`src/rtl/spiking_neural_network.sv`:
```
// Three-layer leaky integrate-and-fire spiking network: 3 inputs -> 3 hidden -> 2 outputs.
// Neuron slots 0..4 hold n4, n5, n6 (hidden) and n7, n8 (output).
module spiking_neural_network #(
  parameter int POT_W  = 8,
  parameter int THRESH = 16,
  parameter int LEAK   = 1,
  parameter int REFRAC = 2
) (
  input  logic clk,
  input  logic rst_n,
  input  logic neuron_1,
  input  logic neuron_2,
  input  logic neuron_3,
  output logic neuron_7,
  output logic neuron_8
);

  // Accumulator is wide enough that potential plus every weight cannot overflow.
  localparam int ACC_W = POT_W + 4;
  // Width of the refractory counter; it must hold the value REFRAC.
  localparam int R_W   = $clog2(REFRAC + 2);
  localparam int N_NEU = 5;

  localparam logic signed [ACC_W-1:0] ZERO     = '0;
  localparam logic signed [ACC_W-1:0] THRESH_S = ACC_W'(THRESH);
  localparam logic signed [ACC_W-1:0] LEAK_S   = ACC_W'(LEAK);
  localparam logic signed [ACC_W-1:0] NLEAK_S  = ACC_W'(-LEAK);
  localparam logic signed [ACC_W-1:0] POT_MAX  = ACC_W'((1 <<< (POT_W - 1)) - 1);
  localparam logic signed [ACC_W-1:0] POT_MIN  = ACC_W'(-(1 <<< (POT_W - 1)));

  // Synaptic weights, named W_<from>_<to>.
  localparam logic signed [ACC_W-1:0] W_1_4 = ACC_W'(10);
  localparam logic signed [ACC_W-1:0] W_2_4 = ACC_W'(10);
  localparam logic signed [ACC_W-1:0] W_3_4 = ACC_W'(-5);
  localparam logic signed [ACC_W-1:0] W_1_5 = ACC_W'(6);
  localparam logic signed [ACC_W-1:0] W_2_5 = ACC_W'(6);
  localparam logic signed [ACC_W-1:0] W_3_5 = ACC_W'(12);
  localparam logic signed [ACC_W-1:0] W_1_6 = ACC_W'(-4);
  localparam logic signed [ACC_W-1:0] W_2_6 = ACC_W'(8);
  localparam logic signed [ACC_W-1:0] W_3_6 = ACC_W'(10);
  localparam logic signed [ACC_W-1:0] W_4_7 = ACC_W'(12);
  localparam logic signed [ACC_W-1:0] W_5_7 = ACC_W'(8);
  localparam logic signed [ACC_W-1:0] W_6_7 = ACC_W'(-6);
  localparam logic signed [ACC_W-1:0] W_4_8 = ACC_W'(-6);
  localparam logic signed [ACC_W-1:0] W_5_8 = ACC_W'(8);
  localparam logic signed [ACC_W-1:0] W_6_8 = ACC_W'(12);

  logic signed [POT_W-1:0] pot_q [N_NEU];
  logic signed [POT_W-1:0] pot_d [N_NEU];
  logic        [R_W-1:0]   ref_q [N_NEU];
  logic        [R_W-1:0]   ref_d [N_NEU];
  logic        [N_NEU-1:0] spk_q;
  logic        [N_NEU-1:0] spk_d;
  logic signed [ACC_W-1:0] syn   [N_NEU];
  logic signed [ACC_W-1:0] acc   [N_NEU];
  logic signed [ACC_W-1:0] lk    [N_NEU];

  // Weighted sum of presynaptic spikes; output layer sees last edge's hidden spikes.
  always_comb begin
    syn[0] = (neuron_1 ? W_1_4 : ZERO) + (neuron_2 ? W_2_4 : ZERO) + (neuron_3 ? W_3_4 : ZERO);
    syn[1] = (neuron_1 ? W_1_5 : ZERO) + (neuron_2 ? W_2_5 : ZERO) + (neuron_3 ? W_3_5 : ZERO);
    syn[2] = (neuron_1 ? W_1_6 : ZERO) + (neuron_2 ? W_2_6 : ZERO) + (neuron_3 ? W_3_6 : ZERO);
    syn[3] = (spk_q[0] ? W_4_7 : ZERO) + (spk_q[1] ? W_5_7 : ZERO) + (spk_q[2] ? W_6_7 : ZERO);
    syn[4] = (spk_q[0] ? W_4_8 : ZERO) + (spk_q[1] ? W_5_8 : ZERO) + (spk_q[2] ? W_6_8 : ZERO);
  end

  // Per-neuron LIF step: refractory hold, fire on threshold, else leak toward 0 and saturate.
  always_comb begin
    for (int i = 0; i < N_NEU; i++) begin
      pot_d[i] = pot_q[i];
      ref_d[i] = ref_q[i];
      spk_d[i] = 1'b0;
      acc[i]   = ACC_W'(pot_q[i]) + syn[i];
      lk[i]    = ZERO;
      if (ref_q[i] != '0) begin
        ref_d[i] = ref_q[i] - R_W'(1);
        pot_d[i] = '0;
      end else if (acc[i] >= THRESH_S) begin
        spk_d[i] = 1'b1;
        pot_d[i] = '0;
        ref_d[i] = R_W'(REFRAC);
      end else begin
        if (acc[i] > LEAK_S) begin
          lk[i] = acc[i] - LEAK_S;
        end else if (acc[i] < NLEAK_S) begin
          lk[i] = acc[i] + LEAK_S;
        end else begin
          lk[i] = ZERO;
        end
        if (lk[i] > POT_MAX) begin
          pot_d[i] = POT_W'(POT_MAX);
        end else if (lk[i] < POT_MIN) begin
          pot_d[i] = POT_W'(POT_MIN);
        end else begin
          pot_d[i] = POT_W'(lk[i]);
        end
      end
    end
  end

  // State registers; reset clears every potential, refractory count and spike.
  always_ff @(posedge clk) begin
    if (!rst_n) begin
      for (int i = 0; i < N_NEU; i++) begin
        pot_q[i] <= '0;
        ref_q[i] <= '0;
      end
      spk_q <= '0;
    end else begin
      for (int i = 0; i < N_NEU; i++) begin
        pot_q[i] <= pot_d[i];
        ref_q[i] <= ref_d[i];
      end
      spk_q <= spk_d;
    end
  end

  assign neuron_7 = spk_q[3];
  assign neuron_8 = spk_q[4];

endmodule

```
`config.mk`:
```
export PLATFORM = sky130hd
export DESIGN_NAME = spiking_neural_network
export DESIGN_NICKNAME = d
export VERILOG_FILES = /design/src/rtl/spiking_neural_network.sv
export SDC_FILE = /design/constraint.sdc
export NUM_CORES = 1
export LEC_CHECK = 0
export CAP_MARGIN = 15
export CORE_AREA = 2 2 129 131
export CTS_CLUSTER_DIAMETER = 80
export CTS_CLUSTER_SIZE = 30
export DETAILED_ROUTE_END_ITERATION = 8
export DIE_AREA = 0 0 131 133
export SYNTH_ARGS = -nofsm -noshare
export SYNTH_HDL_FRONTEND = slang
export SYNTH_SLANG_ARGS = --single-unit
```
`constraint.sdc`:
```
create_clock -name clk -period 7.8 [get_ports clk]
set_input_delay 1.17 -clock clk [delete_from_list [all_inputs] [get_ports clk]]
set_output_delay 1.17 -clock clk [all_outputs]
set_load 0.02 [all_outputs]
```
==> metrics.txt <==
Slowest cell on crit path clkdlybuf4s50_1; initial detailed-routing violation count 392; Static Leakage 3.36 nW; die area 17400 um2; clock-pin slew on the worst setup and hold paths roughly 0.080 ns; WS Path Type in2reg; setup_tns 0 ns; minimum clock period ~6.7 ns; cts repair resizes 0; Synth Cell Area 7040 um2; post-detail-place hpwl 12800 um; Synthesis Warnings 0; Hold Vio Cnt, Final 0; async set-reset flop share out of synthesis 0%; maximum root-to-sink buffer count 2; Syn Nets 995; first-pass GRT wire length between 20000 and 30000 um; CP max FO 8; DR vias/cell 5.73; Crit. End Element flop; vias in the first global route 5631; cts hold-fix bufs 0; clock root buffer clkbuf_16; IO buf count 6; maximum VDD drop 0.000176 V; Final Cycle Share 85.9%; Data required, critical path 8.05 ns; cts bufs inserted 5; remaining global-route overflow 0; Layout area overhead 5.89%; CP startpoint neuron_3; number of enable flip-flop cells after synthesis 0; Worst Path Arrival 6.95 ns; worst-margin pin slew 0.991 ns; hold path depth 2; unrepaired setup endpoints after global routing false; clock latency on the worst-skew pair 0.31 ns; WP depth 20; Total GRT Usage 18.8%; Worst Skew 0.0108 ns; WL per Instance about 15 um; Final setup viols 0; Synth Instances 863; CP Launch Type primary input; Total Nets Final 990; max-slew violation count 0; DRC 0; initial core utilization between 40% and 50%; Crit path max-delay family adder cells; chip width 131 um; Placer Congestion 0.885; DR vias 6184; status finished, final reports clean; reg2reg start spk_q[2]; Post-CTS Setup Bufs 0; post-synthesis sequential area ratio 15.6%; beginning of the worst hold path ref_q[0][8]; Reg2Reg Depth 18; register bit count reported by yosys 55; antenna violations before repair 0; Worst slew margin 33.6%; Fmax achieved 0.149 GHz; ant diodes 0; core area 16200 um2; Most used DFF post-synth dfxtp_1; Clock Sinks 55; Detailed Route WL around 16000 um; PwrDens around 370 nW/um2; Final ANT Viol Nets 0; Std-Cell Rows 47; I/O pin count 7; Netlist cell types 89; router iterations before antenna repair 5; Avg Inst Size Synth 8.15 um2; largest net degree at the start of global routing 20; max cap viols 0; Design Area, Final between 7000 and 8000 um2; most frequent cell on the critical path fa_1; WP buf/inv 2; Cell Chain, Critical Path clkdlybuf4s50_1, fa_1, fa_1, ha_1, fa_1, a211o_1, and2_4, nor4_2, nand3_1, nor2_1, nand3_1, xnor2_1, ha_1, inv_1, a32oi_1, o21ai_0, a32oi_1, or4_1, o21a_1, o21ai_1; largest stage delay on the critical path 0.72 ns; H-tree Lvls 2; die span in y 133 um; layout cell share with drive strength beyond 1 5.24%; TritonCTS clock tree done; Area after DPL approximately 7300 um2; worst hold path type reg2reg
[logic make-up (layout without fill, tap and decap cells)]
family                   after synthesis  after routing  share of synthesized area, %
multiplexers                           9              9                          1.28
XOR/XNOR                              58             58                          7.22
flip-flops                            55             55                          15.6
buffers and inverters                 89             85                          4.94
adder cells (fa/ha/maj)              127            127                          24.5
AO/OA/AOI/OAI                        250            250                          26.4
AND/OR/NAND/NOR                      275            275                          20.0
[report_power, final]
part	switching [mW]	total (mW)	internal [mW]	leakage [nW]
Sequential	0.0565	0.428	0.372	0.451
Combinational	1.28	2.10	0.823	2.84
Clock	0.122	0.245	0.123	0.0719
Total	1.46	2.78	1.32	3.36
[registers in the layout (all words and copies together) (netlist names)]
register / count
pot_q: 40
ref_q: 10
spk_q: 5
[synth_stat cells, types with 4 or more instances]
cell | n | area, um2
ha_1 | 109 | 1360
inv_1 | 67 | 251
nor2_1 | 63 | 236
nand2_1 | 56 | 210
dfxtp_1 | 55 | 1100
xnor2_1 | 37 | 324
a21oi_1 | 33 | 165
nand3_1 | 33 | 165
nor3_1 | 27 | 135
o21ai_1 | 27 | 135
o21ai_0 | 26 | 130
a21o_1 | 23 | 173
xor2_1 | 21 | 184
fa_1 | 18 | 360
and3_1 | 14 | 87.6
clkbuf_1 | 13 | 48.8
a211oi_1 | 12 | 90.1
a31oi_1 | 11 | 68.8
a22oi_1 | 10 | 75.1
nand4_1 | 10 | 62.6
nor2b_1 | 10 | 62.6
or3_1 | 10 | 62.6
mux2i_1 | 9 | 90.1
a221oi_1 | 8 | 70.1
nor4_1 | 8 | 50.1
o21a_1 | 8 | 60.1
and2_1 | 6 | 37.5
nand2b_1 | 6 | 37.5
nor3b_1 | 6 | 45.0
o211a_1 | 6 | 60.1
o211ai_1 | 6 | 45.0
a32oi_1 | 5 | 43.8
buf_2 | 5 | 25.0
o31ai_1 | 5 | 37.5
or2_2 | 5 | 31.3
a41o_1 | 4 | 40.0
o221a_2 | 4 | 45.0
o221ai_1 | 4 | 35.0
o22ai_1 | 4 | 25.0
o311a_1 | 4 | 40.0
[cells in the final DEF, fill, tap and decap left out, drive strengths merged, types with 6 or more instances in the layout]
master         netlist  final
nand2               56     56
fa                  18     18
a21oi               36     36
a22oi               11     11
a31oi               12     12
nand3               33     33
nor2b               10     10
xor2                21     21
a211oi              14     14
and2                 9      9
nor2                63     63
or2                  6      6
a221oi               8      8
clkdlybuf4s50        0      6
o211a                6      6
inv                 69     70
nor4                 9      9
mux2i                9      9
nand4               10     10
nor3b                6      6
nand2b               6      6
o211ai               6      6
xnor2               37     37
nor3                29     29
o31ai                6      6
a21o                23     23
or3                 10     10
dfxtp               55     55
o21ai               53     53
ha                 109    109
o21a                 8      8
and3                15     15
a41o                 6      6
[path summary, 6_finish.rpt]
kind                        to  slack [ns]
setup / recovery  pot_q[0][17]        1.10
hold / removal     ref_q[0][8]        0.46
setup reg to reg  pot_q[0][34]        2.02
hold reg to reg    ref_q[0][8]        0.46
[worst register-to-register path, cell delays in order (launching register included)]
cell	delay, ns
dfxtp_1	0.60
fa_1	0.56
fa_1	0.48
ha_1	0.24
fa_1	0.42
a21o_1	0.20
a21oi_1	0.26
nor2_1	0.09
a311oi_1	0.58
nand2_1	0.19
nor3_1	0.31
nand2_1	0.11
xor2_1	0.17
ha_1	0.40
inv_1	0.17
nand3_1	0.09
o211ai_1	0.17
nand4_1	0.33
o31ai_1	0.34
[metrics by stage]
stage	total power [mW]	util [%]	hold WS, ns	setup WS [ns]	std cells
2_1_floorplan	2.11	-	0.432	1.88	863
3_3_place_gp	2.51	45.1	0.441	0.881	1071
3_5_place_dp	2.51	45.1	0.445	0.778	1071
4_1_cts	2.77	46.1	0.458	1.10	1079
5_1_grt	3.06	46.1	0.498	0.691	1079
6_report	2.78	46.1	0.455	1.10	1079
[layout make-up]
type	count	area (um2)
tap	220	275
inverter	69	259
multi-input combinational	719	5590
sequential	55	1100
clock buffer	5	125
timing repair buffer	8	75.1
clock inverter	3	27.5
fill	1613	8720
[per-layer routing]
layer	GRT usage [%]	wire length [um]	up-vias	part of all wire (%)
li1	-	-	3186	-
met1	27.3	8030	2869	50
met2	30.1	7360	114	46
met3	2.02	509	15	3.2
met4	4.02	169	0	1.1
met5	0	0	-	0
No activity file was read; power rests on OpenSTA's default activity.
